[config.mk]
export PLATFORM = sky130hd
export DESIGN_NAME = fb_arbiter
export DESIGN_NICKNAME = d
export VERILOG_FILES = /design/src/rtl/fb_arbiter.sv
export SDC_FILE = /design/constraint.sdc
export NUM_CORES = 1
export LEC_CHECK = 0
export CAP_MARGIN = 40
export CORE_UTILIZATION = 55
export CTS_BUF_LIST = sky130_fd_sc_hd__clkbuf_16
export CTS_CLUSTER_DIAMETER = 40
export CTS_CLUSTER_SIZE = 10
export DETAILED_ROUTE_END_ITERATION = 7
export PLACE_DENSITY = 0.85
export REMOVE_ABC_BUFFERS = 1
export SLEW_MARGIN = 20
export SYNTH_ARGS = -nofsm -noshare
export SYNTH_HDL_FRONTEND = slang
export SYNTH_SLANG_ARGS = --single-unit
[constraint.sdc]
create_clock -name clk -period 3.4 [get_ports clk]
set_input_delay 0.34 -clock clk [delete_from_list [all_inputs] [get_ports clk]]
set_output_delay 0.34 -clock clk [all_outputs]
set_load 0.02 [all_outputs]
[src/rtl/fb_arbiter.sv]
// fb_fifo: first-word-fall-through prefetch queue with synchronous flush.
// Latency: a push is visible at the head on the next cycle.
// Backpressure: none internally; the caller never pushes into a full queue.
module fb_fifo #(
  parameter int W     = 8,
  parameter int DEPTH = 16
) (
  input  logic                     clk,
  input  logic                     rst_n,
  input  logic                     flush,
  input  logic                     push_vld,
  input  logic [W-1:0]             push_dat,
  input  logic                     pop_rdy,
  output logic                     out_vld,
  output logic [W-1:0]             out_dat,
  output logic [$clog2(DEPTH):0]   count
);
  localparam int PTR_W = $clog2(DEPTH);
  localparam int CNT_W = PTR_W + 1;

  logic [W-1:0]     mem_q [DEPTH];
  logic [PTR_W-1:0] wr_ptr_q, wr_ptr_d, rd_ptr_q, rd_ptr_d;
  logic [CNT_W-1:0] cnt_q, cnt_d;
  logic             do_push, do_pop;

  always_comb begin
    do_push  = push_vld & ~flush;
    do_pop   = pop_rdy & (cnt_q != '0) & ~flush;
    wr_ptr_d = wr_ptr_q;
    rd_ptr_d = rd_ptr_q;
    cnt_d    = cnt_q;
    if (flush) begin
      wr_ptr_d = '0;
      rd_ptr_d = '0;
      cnt_d    = '0;
    end else begin
      if (do_push) wr_ptr_d = wr_ptr_q + PTR_W'(1);
      if (do_pop)  rd_ptr_d = rd_ptr_q + PTR_W'(1);
      case ({do_push, do_pop})
        2'b10:   cnt_d = cnt_q + CNT_W'(1);
        2'b01:   cnt_d = cnt_q - CNT_W'(1);
        default: cnt_d = cnt_q;
      endcase
    end
  end

  always_ff @(posedge clk) begin
    if (!rst_n) begin
      wr_ptr_q <= '0;
      rd_ptr_q <= '0;
      cnt_q    <= '0;
    end else begin
      wr_ptr_q <= wr_ptr_d;
      rd_ptr_q <= rd_ptr_d;
      cnt_q    <= cnt_d;
    end
  end

  // Storage carries no reset; the head is only meaningful while out_vld is set.
  always_ff @(posedge clk) begin
    if (do_push) mem_q[wr_ptr_q] <= push_dat;
  end

  assign out_vld = (cnt_q != '0);
  assign out_dat = mem_q[rd_ptr_q];
  assign count   = cnt_q;
endmodule

// fb_arbiter: shares the single-port frame buffer between camera writes and display prefetch reads.
// Latency: writes reach the buffer in the same cycle; read issue to rd_valid is 2 clk on an empty FIFO.
// Backpressure: camera writes are never stalled; reads only use idle cycles, underrun flags if the display outruns them.
module fb_arbiter #(
  parameter int ADDR_W       = 20,
  parameter int DATA_W       = 8,
  parameter int FRAME_PIXELS = 307200,
  parameter int FIFO_DEPTH   = 16
) (
  input  logic              clk,
  input  logic              rst_n,
  input  logic              wr_valid,
  input  logic              wr_sof,
  input  logic [DATA_W-1:0] wr_data,
  input  logic              rd_sof,
  input  logic              rd_ready,
  output logic              rd_valid,
  output logic [DATA_W-1:0] rd_data,
  output logic              underrun,
  output logic              frame_ready,
  output logic              buf_we,
  output logic [ADDR_W-1:0] buf_addr_in,
  output logic [ADDR_W-1:0] buf_addr_out,
  output logic [DATA_W-1:0] buf_data_in,
  input  logic [DATA_W-1:0] buf_data_out
);
  localparam int CNT_W = $clog2(FIFO_DEPTH) + 1;
  localparam logic [ADDR_W-1:0] LAST_ADDR = ADDR_W'(FRAME_PIXELS - 1);

  typedef enum logic {WAIT_FRAME, RUN} state_t;

  state_t            state_q, state_d;
  logic [ADDR_W-1:0] wr_addr_q, wr_addr_d, rd_addr_q, rd_addr_d;
  logic [ADDR_W-1:0] buf_addr_out_q, buf_addr_out_d;
  logic              inflight_q, inflight_d;
  logic              underrun_q, underrun_d;

  logic [ADDR_W-1:0] wr_addr_sel;
  logic              wr_vld, rd_issue_vld, run;
  logic              fifo_push_vld, fifo_pop_rdy, fifo_vld;
  logic [DATA_W-1:0] fifo_dat;
  logic [CNT_W-1:0]  fifo_count;

  always_comb begin
    run            = (state_q == RUN);
    wr_vld         = rst_n & wr_valid;
    wr_addr_sel    = wr_sof ? '0 : wr_addr_q;
    wr_addr_d      = wr_addr_q;
    state_d        = state_q;
    rd_addr_d      = rd_addr_q;
    buf_addr_out_d = buf_addr_out_q;

    if (wr_vld) begin
      wr_addr_d = (wr_addr_sel == LAST_ADDR) ? '0 : wr_addr_sel + ADDR_W'(1);
      if (!run && wr_addr_sel == LAST_ADDR) state_d = RUN;
    end

    // Occupancy counts the outstanding read so the FIFO can never overflow.
    rd_issue_vld = rst_n && !wr_valid && run && !rd_sof &&
                   ((fifo_count + CNT_W'(inflight_q)) < CNT_W'(FIFO_DEPTH));
    inflight_d   = rd_issue_vld;

    if (rd_sof) begin
      rd_addr_d = '0;
    end else if (rd_issue_vld) begin
      rd_addr_d      = (rd_addr_q == LAST_ADDR) ? '0 : rd_addr_q + ADDR_W'(1);
      buf_addr_out_d = rd_addr_q;
    end

    fifo_push_vld = inflight_q & ~rd_sof;
    fifo_pop_rdy  = rd_ready & fifo_vld & ~rd_sof;
    underrun_d    = rd_sof ? 1'b0 : (underrun_q | (run & rd_ready & ~fifo_vld));
  end

  always_ff @(posedge clk) begin
    if (!rst_n) begin
      state_q        <= WAIT_FRAME;
      wr_addr_q      <= '0;
      rd_addr_q      <= '0;
      buf_addr_out_q <= '0;
      inflight_q     <= 1'b0;
      underrun_q     <= 1'b0;
    end else begin
      state_q        <= state_d;
      wr_addr_q      <= wr_addr_d;
      rd_addr_q      <= rd_addr_d;
      buf_addr_out_q <= buf_addr_out_d;
      inflight_q     <= inflight_d;
      underrun_q     <= underrun_d;
    end
  end

  fb_fifo #(
    .W     (DATA_W),
    .DEPTH (FIFO_DEPTH)
  ) u_fifo (
    .clk      (clk),
    .rst_n    (rst_n),
    .flush    (rd_sof),
    .push_vld (fifo_push_vld),
    .push_dat (buf_data_out),
    .pop_rdy  (fifo_pop_rdy),
    .out_vld  (fifo_vld),
    .out_dat  (fifo_dat),
    .count    (fifo_count)
  );

  assign buf_we       = wr_vld;
  assign buf_addr_in  = wr_vld ? wr_addr_sel : '0;
  assign buf_data_in  = wr_vld ? wr_data : '0;
  assign buf_addr_out = rst_n ? buf_addr_out_d : '0;
  assign rd_valid     = fifo_vld;
  assign rd_data      = fifo_vld ? fifo_dat : '0;
  assign underrun     = underrun_q;
  assign frame_ready  = run;
endmodule

# Word-level counts from Yosys, hierarchy flattened
# Memory sizes are Yosys's and may differ from the RTL's. A register that Yosys moved wholly into a read port is not among the register bits.
# Cells that the tools add are included.
totals:
  out_inout_bits: 60
  regBits: 76
  memories: 1
  mem_bits_rw: 128
  elab_cells: 61
memory_table:
  columns: ["name", "words", "width", "read_ports", "rd_clocked_by_memory_dff", "wr", "line_no", "source"]
  rows:
  - ["u_fifo.mem_q", 16, 8, 1, 1, 1, "21", "logic [W-1:0] mem_q [DEPTH];"]
op_classes:
  n_addsub: 7
  bitwise_logic: 13
  n_reduce_logical: 12
  mux: 14
  magnitude_cmp: 1
  eq_ne: 4
ops:
  columns: ["op", "n"]
  rows:
  - ["20-bit 2-to-1 mux", 7]
  - ["20-bit by 1-bit adder with 20-bit output (second input constant)", 2]
  - ["20-bit by 19-bit equality test with 1-bit output (second input constant)", 2]
  - ["8-bit 2-to-1 mux", 2]
  - ["5-bit one-hot mux with 2 select lines", 1]
  - ["1-bit bitwise AND", 9]
  - ["4-bit by 1-bit adder with 4-bit output (second input constant)", 2]
  - ["4-bit 2-to-1 mux", 2]
  - ["5-bit by 1-bit adder with 5-bit output", 1]
  - ["5-bit by 1-bit adder with 5-bit output (second input constant)", 1]
  - ["1-bit logical AND", 5]
  - ["5-bit < comparator (second input constant)", 1]
  - ["5-bit nonzero test", 1]
  - ["5-bit by 1-bit subtractor with 5-bit output (second input constant)", 1]
  - ["1-bit zero test", 3]
  - ["1-bit inverter", 3]
  - ["2-bit by 1-bit equality test with 1-bit output (second input constant)", 1]
  - ["2-bit equality test (second input constant)", 1]
  - ["1-bit 2-to-1 mux", 2]
  - ["2-bit AND reduction", 1]
  - ["2-bit nonzero test", 1]
  - ["2-bit OR reduction", 1]
  - ["1-bit bitwise OR", 1]

# Longest topological paths before layout
depth:
  depth_word: 8
  mapped_depth: 12
  ltp_nobuf: 10

# Modules after synthesis
# Synthesis repeated with hierarchy kept, for this count alone.
unflattened:
  hier_cells: 727
  area_unflattened_um2: 9146.3
modules_own_cells:
  columns: ["module", "area_each_um2", "cells_each", "n_inst"]
  rows:
  - ["fb_fifo", 5911.9, 300, 1]
  - ["fb_arbiter", 3234.4, 427, 1]

# Worst setup path before layout
# OpenSTA, ideal clock, no wires.
synth_timing:
  kind: "reg2reg"
  startpoint: "register u_fifo.cnt_q[2], in the netlist u_fifo.count[2]"
  endpoint: "register u_fifo.cnt_q[2], in the netlist u_fifo.count[2]"
  n_path_buf: 2
  stages_incl_launch_ff: 12
  setup_slack_ns: 0.981
  arrival_time_ns: 2.344
  t_required_ns: 3.326
  cell_sequence: "dfxtp_1 > buf_2 > nor2_1 > a21oi_1 > ha_1 > clkbuf_1 > xor2_1 > ha_1 > o21bai_1 > xnor2_1 > or4_1 > o21ai_0"
synth_via:
  elab_chain_len: 7
  elab_cells_between_ends: 11
  classes_between: "2 x add/sub; 2 x eq/ne; 1 x mux; 4 x bitwise; 2 x reduce/logical"
synth_lines:
  columns: ["item", "line_no", "source"]
  rows:
  - ["start, declared", "23", "logic [CNT_W-1:0] cnt_q, cnt_d;"]
  - ["start signal, assigned", "55", "cnt_q <= cnt_d;"]
  - ["5-bit nonzero test *", "28, 64", null]
  - ["1-bit bitwise AND (2 in a row)", "139", "fifo_pop_rdy = rd_ready & fifo_vld & ~rd_sof;"]
  - ["1-bit bitwise AND * (2 in a row)", "28", "do_pop = pop_rdy & (cnt_q != '0) & ~flush;"]
  - ["named net u_fifo.do_pop", "24", "logic do_push, do_pop;"]
  - ["2-bit by 1-bit equality test with 1-bit output or 2-bit equality test (tied branches)", "39", "case ({do_push, do_pop})"]
  - ["5-bit one-hot mux with 2 select lines or 2-bit nonzero test (tied branches)", null, null]
# The timed path passes the listed nets; every way through them passes the cells marked *.
# A chain may end at the register's enable or synchronous reset.

==> results.yml <==
die:
  coreArea_um2: 16000
  initial_utilization: 0.5694
  die_x_um: 130.7
  pin_count: 82
  rows: 46
  fp.dieH_um: 130.7
  dieArea_um2: 17080
power_and_ir_drop:
  comb_power_share: 0.023
  ir_drop_uv: 441.2
  switchingPower_mw: 1.125
  p_seq_frac: 0.488
  power_frac_clock: 0.489
  powerDensity_nw_per_um2: 497.8
  leakage_nw: 3.554
  switching_share: 0.2050
  intPower_mw: 4.363
  total_power_mw: 5.488
grt:
  grt-ovfl-total: 0
  grt_max_degree: 47
  grt_pass1_vias: 6390
  grt.total_usage: 0.2446
  grt_first_pass_wirelength_um: 32140
  antenna_found_initial: 0
clocking:
  h-tree-depth: 1
  insertion_delay_ns: 0.54
  ctsLongestPathBuffers: 3
  clock-sinks: 208
  cts_resized: 0
  cts-root-buf: "clkbuf_16"
  postCtsSetupBuffers: 0
  cts-hold-fix-buffers: 0
  cts_buffers: 28
  path_clk_slew_ns: 0.05
  tritoncts: "done"
sta:
  max_freq_mhz: 311.7
  fin_tns_setup_ns: 0
  slew_headroom: 0.5625
  skew_ns: 0.02185
  rsz0062_at_grt: "false"
  setup_viol_count_final: 0
  slew_viol_final: 0
  post-route-period-util: 0.9435
  min_period_ns: 3.208
  worst_pin_slew_ns: 0.6562
  final_hold_viol_count: 0
place:
  portBuffers: 81
  dp_hpwl_um: 13200
  placed_cell_area_um2: 10160
  place.gp.congestion: 0.8872
logic_synthesis:
  synthArstFlopShare: 0
  synth_ff_type: "edfxtp_1"
  synth_top_family_by_area: "simple AND/OR/NAND/NOR gates"
  synth_area_per_cell_um2: 12.60
  ys_ff_latch: 208
  synth_adder_area_share: 0.01236
  synth-xor-area-share: 0.009614
  synthMuxAreaShare: 0.1078
  yosysWarnings: 0
  synth-edff-count: 128
  synth_compound_area_frac: 0.07197
  synthSimpleGateAreaFrac: 0.1753
  syn-cell-area_um2: 9110
  ys_types: 68
  ys_seq_area_frac: 0.5977
  postSynthCellCount: 723
  yosys.area.top_type: "edfxtp_1"
  synth_top_area_frac: 0.4219
  synth_area_leaders: "edfxtp_1 (42%), dfxtp_1 (18%), mux4_2 (9.9%)"
critical_path:
  path_max_fanout: 32
  endpoint_kind: "output pin"
  crit_type: "register to output pin"
  reg2regPathDepth: 9
  worstPathArrival_ns: 2.87
  crit_required_ns: 3.06
  reg2reg_from: "inflight_q"
  crit_path_start_kind: "register"
drt:
  dr.pass1.iters: 5
  drtIter0Drc: 432
  ant_nets: 0
  drc: 0
  vias: 6311
  via_per_inst: 6.039
  avgRoutedWirePerCell_um: 19.15
  wirelength_um: 20020
layout:
  syn_to_final_growth_pct: 21.03
  final_area_um2: 11030
  mostFrequentLayoutCell: "edfxtp_1"
  drive_gt1_frac: 0.1387
  layout_common_cells: "edfxtp_1 (128), nand2_1 (87), clkdlybuf4s50_1 (81)"
  fin_nets: 839
  n_antenna_cell: 0
worst_hold_path:
  min_path_type: "register to register"
  hold_path_depth: 2
  hp-start: "buf_addr_out_q[3]"
status:
  status: "finished, final reports clean"
flow_run:
  drv_cap: 0
per-stage QoR:
step	setup WS [ns]	hold WS, ns	cells	utilization
after floorplan	0.1642	0.4389	680	-
final	0.1920	0.4579	1045	0.6891
after global placement	0.5194	0.4457	994	0.6347
after CTS	0.1491	0.4599	1045	0.6891
after detailed placement	0.4094	0.4508	994	0.6347
after global routing	0.07756	0.4713	1045	0.6891
power by group through the flow:
stage	clock (mW)	sequential [mW]	combinational, mW
final	2.69	2.68	0.125
after global routing	2.81	2.68	0.135
after CTS	2.71	2.68	0.124
after detailed placement	0	2.73	0.124
after global placement	0	2.73	0.116
after floorplan	0	2.73	0.0361
metal layers:
layer  vias to the layer above  global-route usage  routed length, µm
li1                       2898                   -                  -
met1                      3104              0.3009               8009
met2                       260              0.4441              10400
met3                        49             0.03746               1060
met4                         0             0.07370                541
met5                         -                   0                  0
cell type report:
class                      instances  area (µm²)
clock buffer                      28       700.7
clock inverter                    23       168.9
fill                            1108        4975
inverter                          11       41.29
multi-input combinational        461        3435
sequential                       208        5446
tap                              216       270.3
timing repair buffer              98       963.4
critical path, stage by stage, from the launching register on:
cell and delay (ns):
dfxtp_2 0.33, buf_12 0.26, mux4_2 0.58, mux4_2 0.47, nor2b_1 0.14, clkdlybuf4s50_1 0.57
synthesized netlist by cell type, types with 14 or more instances:
cell type and n:
nor2b_1 14, a21oi_1 48, or3_1 20, nor2_1 30
mux4_2 40, dfxtp_1 80, buf_2 15, clkbuf_1 23
and3_1 15, and2_1 39, edfxtp_1 128, o21ai_0 18
nand3_1 19, nand2_1 87
state kept, by name, summed over array words and instances (netlist names), named ones only:
signal	flops
buf_addr_out_q	20
frame_ready	1
inflight_q	1
rd_addr_q	20
u_fifo.count	5
u_fifo.mem_q	128
u_fifo.rd_ptr_q	4
u_fifo.wr_ptr_q	4
underrun	1
wr_addr_q	20
path summary, 6_finish.rpt:
kind	slack, ns	to
min	0.46	buf_addr_out_q[3]
max	0.19	rd_data[7]
max reg2reg	0.79	u_fifo.count[2]
min reg2reg	0.46	buf_addr_out_q[3]
cells by family after synthesis:
kind of cell / after synthesis
buf+inv: 54
mux: 48
flops: 208
fa+ha+maj: 9
simple gates: 287
compound gates: 107
xor+xnor: 10
(Power assumes the default switching activity.)
